--- config.mk ---
export PLATFORM = sky130hd
export DESIGN_NAME = goose_motion_flat
export DESIGN_NICKNAME = d
export VERILOG_FILES = /design/src/rtl/goose_motion_if.sv /design/src/rtl/goose_motion.sv /design/src/flat_wrapper.sv
export SDC_FILE = /design/constraint.sdc
export NUM_CORES = 1
export LEC_CHECK = 0
export CORE_UTILIZATION = 39
export CTS_BUF_LIST = sky130_fd_sc_hd__clkbuf_4 sky130_fd_sc_hd__clkbuf_8 sky130_fd_sc_hd__clkbuf_16
export DETAILED_ROUTE_END_ITERATION = 8
export GPL_TIMING_DRIVEN = 1
export SLEW_MARGIN = 10
export SYNTH_ARGS = -nofsm -noshare
export SYNTH_HDL_FRONTEND = slang
export SYNTH_SLANG_ARGS = --single-unit
export TNS_END_PERCENT = 20
--- constraint.sdc ---
create_clock -name clk -period 3.6 [get_ports clk]
set_input_delay 0.72 -clock clk [delete_from_list [all_inputs] [get_ports clk]]
set_output_delay 0.72 -clock clk [all_outputs]
set_load 0.05 [all_outputs]
--- src/rtl/goose_motion_if.sv ---
// goose_motion_if -- frame-level control and motion outputs of the goose
// motion engine.
//   frame_tick   : one-cycle pulse per frame (start of vblank)
//   jump_button  : synchronised jump button, level
//   game_halt    : freeze motion and scroll while high
//   game_reset   : restart request (pulse or level)
//   goose_y      : goose height above ground, pixels
//   in_air       : high whenever the goose is not grounded
//   scrolladdr   : world scroll position, mod 2048
//   scroll_speed : current scroll increment per frame
// Modports: master drives the controls (game controller / bench),
//           slave is the motion engine.
interface goose_motion_if;
  logic        frame_tick;
  logic        jump_button;
  logic        game_halt;
  logic        game_reset;
  logic [6:0]  goose_y;
  logic        in_air;
  logic [10:0] scrolladdr;
  logic [3:0]  scroll_speed;

  modport master (
    output frame_tick, jump_button, game_halt, game_reset,
    input  goose_y, in_air, scrolladdr, scroll_speed
  );

  modport slave (
    input  frame_tick, jump_button, game_halt, game_reset,
    output goose_y, in_air, scrolladdr, scroll_speed
  );
endinterface

--- src/rtl/goose_motion.sv ---
// goose_motion -- per-frame motion engine for the Goose Game.
// Integrates the jump trajectory (height + airborne flag) once per frame and
// advances the world scroll position with a stepped speed ramp.
// Ports:
//   clk   : pixel clock
//   rst_n : synchronous active-low reset
//   bus   : goose_motion_if.slave (frame_tick, jump_button, game_halt,
//           game_reset in; goose_y, in_air, scrolladdr, scroll_speed out)
// All outputs are registered; a tick sampled at edge N is visible in N+1.
module goose_motion #(
  parameter int unsigned JUMP_VEL          = 12,
  parameter int unsigned GRAVITY           = 1,
  parameter int unsigned SPEED_INIT        = 2,
  parameter int unsigned SPEED_MAX         = 6,
  parameter int unsigned SPEED_STEP_FRAMES = 600
) (
  input  logic          clk,
  input  logic          rst_n,
  goose_motion_if.slave bus
);

  localparam logic [3:0]  JUMP_VEL_L   = 4'(JUMP_VEL);
  localparam logic [3:0]  GRAVITY_L    = 4'(GRAVITY);
  localparam logic [3:0]  SPEED_INIT_L = 4'(SPEED_INIT);
  localparam logic [3:0]  SPEED_MAX_L  = 4'(SPEED_MAX);
  localparam logic [15:0] STEP_LAST    = 16'(SPEED_STEP_FRAMES - 1);

  typedef enum logic [1:0] {
    GROUNDED = 2'd0,
    ASCEND   = 2'd1,
    DESCEND  = 2'd2
  } jump_state_e;

  jump_state_e state_q, state_d;
  logic [6:0]  y_q, y_d;
  logic [3:0]  vel_q, vel_d;
  logic [10:0] scroll_q, scroll_d;
  logic [3:0]  speed_q, speed_d;
  logic [15:0] ctr_q, ctr_d;
  logic        pending_q, pending_d;
  logic        in_air_q;
  logic        jump_q;

  logic        jump_rise;
  logic        launch;
  logic        tick_ok;
  logic [4:0]  fall_v;

  // NOTE: jump_q carries no reset on purpose: it only mirrors the button, so
  // tracking it through any reset keeps a button held across reset from
  // looking like a fresh press.
  always_ff @(posedge clk) begin
    jump_q <= bus.jump_button;
  end

  // NOTE: every state register uses non-blocking assignment so all flops
  // update from the same pre-edge values.
  always_ff @(posedge clk) begin
    if (!rst_n) begin
      state_q   <= GROUNDED;
      y_q       <= '0;
      vel_q     <= '0;
      scroll_q  <= '0;
      speed_q   <= SPEED_INIT_L;
      ctr_q     <= '0;
      pending_q <= 1'b0;
      in_air_q  <= 1'b0;
    end else begin
      state_q   <= state_d;
      y_q       <= y_d;
      vel_q     <= vel_d;
      scroll_q  <= scroll_d;
      speed_q   <= speed_d;
      ctr_q     <= ctr_d;
      pending_q <= pending_d;
      in_air_q  <= (state_d != GROUNDED);
    end
  end

  assign jump_rise = bus.jump_button & ~jump_q;
  assign launch    = pending_q | jump_rise;
  assign tick_ok   = bus.frame_tick & ~bus.game_halt;
  // Falling speed for this tick; one bit wider so it cannot wrap.
  assign fall_v    = {1'b0, vel_q} + {1'b0, GRAVITY_L};

  // NOTE: every output of this block gets its hold value first, so no path
  // leaves a signal unassigned and no latch is inferred.
  always_comb begin
    state_d   = state_q;
    y_d       = y_q;
    vel_d     = vel_q;
    scroll_d  = scroll_q;
    speed_d   = speed_q;
    ctr_d     = ctr_q;
    pending_d = pending_q;

    // A press is remembered until the next frame; halt discards it so a
    // press made while frozen never queues a jump.
    if (bus.game_halt || bus.frame_tick) begin
      pending_d = 1'b0;
    end else if (jump_rise) begin
      pending_d = 1'b1;
    end

    if (tick_ok) begin
      unique case (state_q)
        GROUNDED: begin
          if (launch) begin
            state_d = ASCEND;
            vel_d   = JUMP_VEL_L;
          end
        end
        ASCEND: begin
          y_d = y_q + {3'b000, vel_q};
          if (vel_q <= GRAVITY_L) begin
            state_d = DESCEND;
            vel_d   = '0;
          end else begin
            vel_d = vel_q - GRAVITY_L;
          end
        end
        DESCEND: begin
          if (y_q <= {2'b00, fall_v}) begin
            state_d = GROUNDED;
            y_d     = '0;
            vel_d   = '0;
          end else begin
            y_d   = y_q - {2'b00, fall_v};
            vel_d = fall_v[3:0];
          end
        end
        default: begin
          state_d = GROUNDED;
          y_d     = '0;
          vel_d   = '0;
        end
      endcase

      scroll_d = scroll_q + {7'd0, speed_q};

      if (ctr_q == STEP_LAST) begin
        ctr_d = '0;
        if (speed_q < SPEED_MAX_L) begin
          speed_d = speed_q + 4'd1;
        end
      end else begin
        ctr_d = ctr_q + 16'd1;
      end
    end

    // Restart request overrides both the tick and halt.
    if (bus.game_reset) begin
      state_d   = GROUNDED;
      y_d       = '0;
      vel_d     = '0;
      scroll_d  = '0;
      speed_d   = SPEED_INIT_L;
      ctr_d     = '0;
      pending_d = 1'b0;
    end
  end

  assign bus.goose_y      = y_q;
  assign bus.in_air       = in_air_q;
  assign bus.scrolladdr   = scroll_q;
  assign bus.scroll_speed = speed_q;

endmodule

--- src/flat_wrapper.sv ---
// flat-port wrapper written by rule: the top's interface ports become plain ports
module goose_motion_flat 
#(
  parameter int unsigned JUMP_VEL          = 12,
  parameter int unsigned GRAVITY           = 1,
  parameter int unsigned SPEED_INIT        = 2,
  parameter int unsigned SPEED_MAX         = 6,
  parameter int unsigned SPEED_STEP_FRAMES = 600
)
  (clk, rst_n, bus_frame_tick, bus_jump_button, bus_game_halt, bus_game_reset, bus_goose_y, bus_in_air, bus_scrolladdr, bus_scroll_speed);
  goose_motion_if bus_i ();
  input  logic clk;
  input  logic rst_n;
  input wire logic [$bits(bus_i.frame_tick)-1:0] bus_frame_tick;
  input wire logic [$bits(bus_i.jump_button)-1:0] bus_jump_button;
  input wire logic [$bits(bus_i.game_halt)-1:0] bus_game_halt;
  input wire logic [$bits(bus_i.game_reset)-1:0] bus_game_reset;
  output wire logic [$bits(bus_i.goose_y)-1:0] bus_goose_y;
  output wire logic [$bits(bus_i.in_air)-1:0] bus_in_air;
  output wire logic [$bits(bus_i.scrolladdr)-1:0] bus_scrolladdr;
  output wire logic [$bits(bus_i.scroll_speed)-1:0] bus_scroll_speed;
  assign bus_i.frame_tick = bus_frame_tick;
  assign bus_i.jump_button = bus_jump_button;
  assign bus_i.game_halt = bus_game_halt;
  assign bus_i.game_reset = bus_game_reset;
  assign bus_goose_y = bus_i.goose_y;
  assign bus_in_air = bus_i.in_air;
  assign bus_scrolladdr = bus_i.scrolladdr;
  assign bus_scroll_speed = bus_i.scroll_speed;
  goose_motion #(.JUMP_VEL(JUMP_VEL), .GRAVITY(GRAVITY), .SPEED_INIT(SPEED_INIT), .SPEED_MAX(SPEED_MAX), .SPEED_STEP_FRAMES(SPEED_STEP_FRAMES)) u_core (.clk(clk), .rst_n(rst_n), .bus(bus_i));
endmodule
# --- Yosys cells after proc, flatten, opt, wreduce, memory -nomap -nowiden ---
# Cells that the tools add are included.
totals:
  reg_bits: 47
  elab_cells: 51
  in_bits: 6
  out_inout_bits: 23
op_classes:
  n_reduce_logical: 8
  order_cmp: 3
  muxes: 13
  n_bitwise: 7
  eq_ne: 4
  addsub: 7
ops:
  columns: ["operator", "n"]
  rows:
  - ["$pmux 7 s3", 1]
  - ["$add 16x1->16 const B", 1]
  - ["$eq 16x10->1 const B", 1]
  - ["$mux 16", 1]
  - ["$mux 4", 3]
  - ["$pmux 4 s3", 1]
  - ["$add 11x4->11", 1]
  - ["$mux 2", 5]
  - ["$add 7x4->7", 1]
  - ["$le 7x5->1", 1]
  - ["$mux 7", 1]
  - ["$sub 7x5->7", 1]
  - ["$pmux 2 s3", 1]
  - ["$add 4x1->5 const B", 1]
  - ["$add 4x1->4 const B", 1]
  - ["$le 4x1->1 const B", 1]
  - ["$lt 4x3->1 const B", 1]
  - ["$not 1->1", 4]
  - ["$reduce_and 2->1", 2]
  - ["$sub 4x1->4 const B", 1]
  - ["$reduce_and 3->1", 1]
  - ["$reduce_or 3->1", 1]
  - ["$and 1x1->1", 2]
  - ["$eq 2x1->1 const B", 1]
  - ["7 further kinds", 7]

# --- Longest topological paths before layout ---
logic_depth:
  word_depth: 8
  mapped_depth: 10
  depth_no_buf: 10

# --- Worst setup path after synthesis ---
# OpenSTA, ideal clock, no wires.
synth_path:
  path_type: "register to register"
  startpoint: "register u_core.vel_q[0]"
  endpoint: "register u_core.y_q[6] (netlist: u_core.bus.goose_y[6])"
  synth_period_minus_slack_ps: 2305
  path_stages_with_launch: 11
  path_buffers: 0
  setup_ps: 132
  t_arrival_ps: 2173
  t_required_ps: 3468
  slack_ps: 1295
  cell_sequence: "dfxtp_1 -> inv_1 -> ha_1 -> inv_1 -> fa_1 -> a211oi_1 -> nor2_1 -> nor3_1 -> xor2_1 -> a221oi_1 -> nor3_1"
synth_via:
  elab_chain_cells: 4
  elab_cells_between_ends: 6
  classes_between: "add/sub (3); order compare (1); mux (2)"
synth_rtl:
  columns: ["element", "line", "source"]
  rows:
  - ["from (decl)", "goose_motion.sv:36", "logic [3:0] vel_q, vel_d;"]
  - ["from (signal assigned)", "goose_motion.sv:71", "vel_q <= vel_d;"]
  - ["$add 4x1->5", "goose_motion.sv:84", "assign fall_v = {1'b0, vel_q} + {1'b0, GRAVITY_L};"]
  - ["$sub 7x5->7 / $le 7x5->1 (equally long branches)", "goose_motion.sv:128, goose_motion.sv:123", null]
  - ["$mux 7", "goose_motion.sv:123", "if (y_q <= {2'b00, fall_v}) begin"]
  - ["$pmux 7 s3 *", "goose_motion.sv:106", "unique case (state_q)"]
  - ["to (signal assigned)", "goose_motion.sv:70", "y_q <= y_d;"]
  - ["to (decl)", "goose_motion.sv:35", "logic [6:0] y_q, y_d;"]
# Mark *: on every way between the ends. The rest lies on a longest branch, timed or not.
# A chain may end at the register's enable or synchronous reset.

# --- Final worst setup path ---
layout_path:
  startpoint: "register u_core.vel_q[1]"
  endpoint: "register u_core.y_q[3] (netlist: u_core.bus.goose_y[3])"
# The elaborated chain is that of the path after synthesis.

==> reports/results.txt <==
final hold violations: 0
Adder-Cell Fraction of Synth Area: 0.119
mux share of post-synthesis cell area: 0
crit path launch type: flop
Critical Path Sink Type: flop
initial DRC count: 161
largest net degree at the start of global routing: 19
Comb pwr share: 0.049
compound-gate portion of the synthesized area: 0.166
Post-Synthesis Mean Instance Area: 8.53 um2
routability congestion estimate: 0.838
Commonest cells post-synth: 47 x dfxtp_1, 35 x nor2_1, 33 x nand2_1
Synth Area in XOR/XNOR: 0.103
DRC viols: 0
Pre-antenna DRT Iters: 4
Net Switching: 0.217 mW
main combinational cell family by area after synthesis: simple AND/OR/NAND/NOR gates
IO Pins: 29
ant diodes: 0
final cell count without fillers: 451
Post-synth EDFFs: 0
Syn Nets: 361
FP Rows: 30
Post-Synthesis Cells: 330
H-tree depth: 2
via count: 2348
Resized Gates After CTS: 0
Finished Core Util: 0.474
Inst Count DP: 444
hold slack final: 0.488 ns
first-pass GRT wire length: 10300 um
Post-CTS Setup Bufs: 0
clock network fraction of total power: 0.361
Total GRT Usage: 0.173
Initial Util: 0.410
origin of the critical flop-to-flop path: u_core.vel_q[1]
Detailed Route WL: 6030 um
Crit Path Category: flop to flop
area share of the largest cell type after synthesis: 0.334
Ys Warns: 0
Routed Antenna Nets: 0
mapped cell area: 2810 um2
worst path required time: 3.78 ns
via-per-instance ratio: 5.21
maximum vdd drop: 0.158 mV
NumNets Final: 386
ys flop type: dfxtp_1
Final Cycle Share: 0.726
initial antenna violation count: 0
CORE AREA: 6870 um2
most frequent cell after synthesis: dfxtp_1
flop2flop setup slack: 0.99 ns
synth unique cells: 54
worst r2r dst: u_core.bus.goose_y[3]
fraction of layout cells with a size suffix above 1: 0.0592
Achievable Freq: 383 MHz
Leak: 1.20 nW
area growth from synthesis to layout: 15.7%
leading area contributor after synthesis: dfxtp_1
CP Capture Point: u_core.bus.goose_y[3]
clock slew at reported path FFs: 0.09 ns
CTS max path bufs: 2
Worst Tran Pin Value: 0.667 ns
Sw Ratio: 0.244
CP startpoint: u_core.vel_q[1]
final setup vio count: 0
Flop pwr share: 0.590
DP Wirelength: 4390 um
# port buffers: 28
Final min period: 2.61 ns
clk sinks: 47
die footprint: 7560 um2
R2R depth: 8
total power: 0.888 mW
Yosys reg bits: 47
Final Max Tran Viols: 0
Die Wd: 86.9 um
CTS Buf Count: 5
Skew-Pair Late Insertion Delay: 0.30 ns
vias in the first global route: 2141
FFs w/ async S/R, synth: 0
sequential fraction of the synthesis area: 0.334
clk_skew: 0.00689 ns
slew margin rel.: 0.554
internal power: 0.671 mW
hold_buf cts: 0
RSZ-0062 raised after global routing: false
Synth Area in Simple Gates: 0.239
Power Dens Cells: 273 nW/um2
Avg WL per Cell: 13.4 um
Tightest Hold Check Type: flop to flop
largest cells by area after synthesis: dfxtp_1 33%, ha_1 9.8%, xor2_1 7.2%
clock root cell: clkbuf_8
max cap viols: 0
Max FO, Critical Path: 10
CP arrival: 2.79 ns
DIE HEIGHT: 86.9 um
grt ovf: 0
post-route setup TNS: 0 ns
status: complete, no violations
CTS tree: done
[layout by cell type (no fill, tap or decap), types with 2 or more instances in the layout]
master | synthesis | routed
o21ai_0 | 7 | 7
and2_1 | 2 | 2
xor2_1 | 23 | 23
nand4_1 | 6 | 6
a21o_1 | 7 | 7
nand2b_1 | 5 | 5
a221oi_1 | 2 | 2
a21oi_1 | 26 | 26
nor4b_4 | 2 | 2
a22oi_1 | 4 | 4
nand2_2 | 2 | 2
o21ai_1 | 7 | 7
a211oi_1 | 5 | 5
nor2_1 | 35 | 35
dfxtp_1 | 47 | 47
nor3_1 | 10 | 10
clkbuf_8 | 0 | 5
nand3_1 | 8 | 8
clkdlybuf4s50_1 | 0 | 28
inv_1 | 16 | 16
ha_1 | 22 | 22
xnor2_1 | 10 | 10
fa_1 | 3 | 3
and3_1 | 2 | 2
nand2_1 | 33 | 33
nor4_1 | 2 | 2
a31oi_1 | 2 | 2
nor2b_1 | 4 | 4
or3_1 | 3 | 3
[worst min path at each step]
stage	slack (ns)	start	endpoint	cells after the start
6_report	0.49	u_core.ctr_q[1]	u_core.ctr_q[1]	2
5_1_grt	0.51	u_core.ctr_q[1]	u_core.ctr_q[1]	2
4_1_cts	0.48	u_core.ctr_q[1]	u_core.ctr_q[1]	2
3_5_place_dp	0.47	u_core.ctr_q[1]	u_core.ctr_q[1]	2
3_3_place_gp	0.47	u_core.ctr_q[1]	u_core.ctr_q[1]	2
2_1_floorplan	0.45	u_core.ctr_q[1]	u_core.ctr_q[1]	2
[cell type report]
type	count	area (um2)
clock buffers	5	68.8
well taps	96	120
fillers	695	3610
repair buffers	29	288
inverters	16	60.1
clock inverters	2	13.8
multi-input cells	256	1770
flip-flops and latches	47	941
[per-stage QoR]
step           worst slack [ns]  instance area, um2
6_report                  0.988                3260
5_1_grt                   0.762                3260
4_1_cts                    1.00                3260
3_5_place_dp              0.907                3170
3_3_place_gp              0.967                3170
2_1_floorplan              1.30                2810
[critical path, cell delays in order (launching register included)]
cell      delay (ns)
dfxtp_1         0.51
ha_1            0.32
nand3_1         0.11
ha_1            0.35
a2111o_1        0.40
o21ai_2         0.26
nor2_4          0.13
a222oi_1        0.33
nor3_1          0.09
[cells by family after synthesis]
| group | Yosys count |
|---|---|
| AOI/OAI and AO/OA | 72 |
| xor gates and xnor gates | 33 |
| adders and majority gates | 25 |
| buffers and inverters | 27 |
| DFF | 47 |
| and+or+nand+nor | 126 |
[flip-flops by register name, summed over array words and instances (netlist names)]
| signal | cells |
|---|---|
| u_core.bus.scroll_speed | 4 |
| u_core.bus.scrolladdr | 11 |
| u_core.pending_q | 1 |
| u_core.jump_q | 1 |
| u_core.ctr_q | 16 |
| u_core.bus.in_air | 1 |
| u_core.bus.goose_y | 7 |
| u_core.state_q | 2 |
| u_core.vel_q | 4 |
[power groups by stage]
stage	Sequential (mW)	Combinational (mW)	Clock, mW
6_report	0.524	0.0434	0.321
5_1_grt	0.525	0.0484	0.349
4_1_cts	0.524	0.0436	0.335
3_5_place_dp	0.536	0.0434	0
3_3_place_gp	0.536	0.0427	0
2_1_floorplan	0.538	0.0271	0
[routing by layer]
| layer | global-route usage | vias to the layer above | part of all wire |
|---|---|---|---|
| li1 | - | 1200 | - |
| met1 | 0.253 | 1108 | 0.53 |
| met2 | 0.256 | 35 | 0.43 |
| met3 | 0.0284 | 5 | 0.032 |
| met4 | 0.0591 | 0 | 0.010 |
| met5 | 0 | - | 0 |
Power figures use the tool's default switching activity.
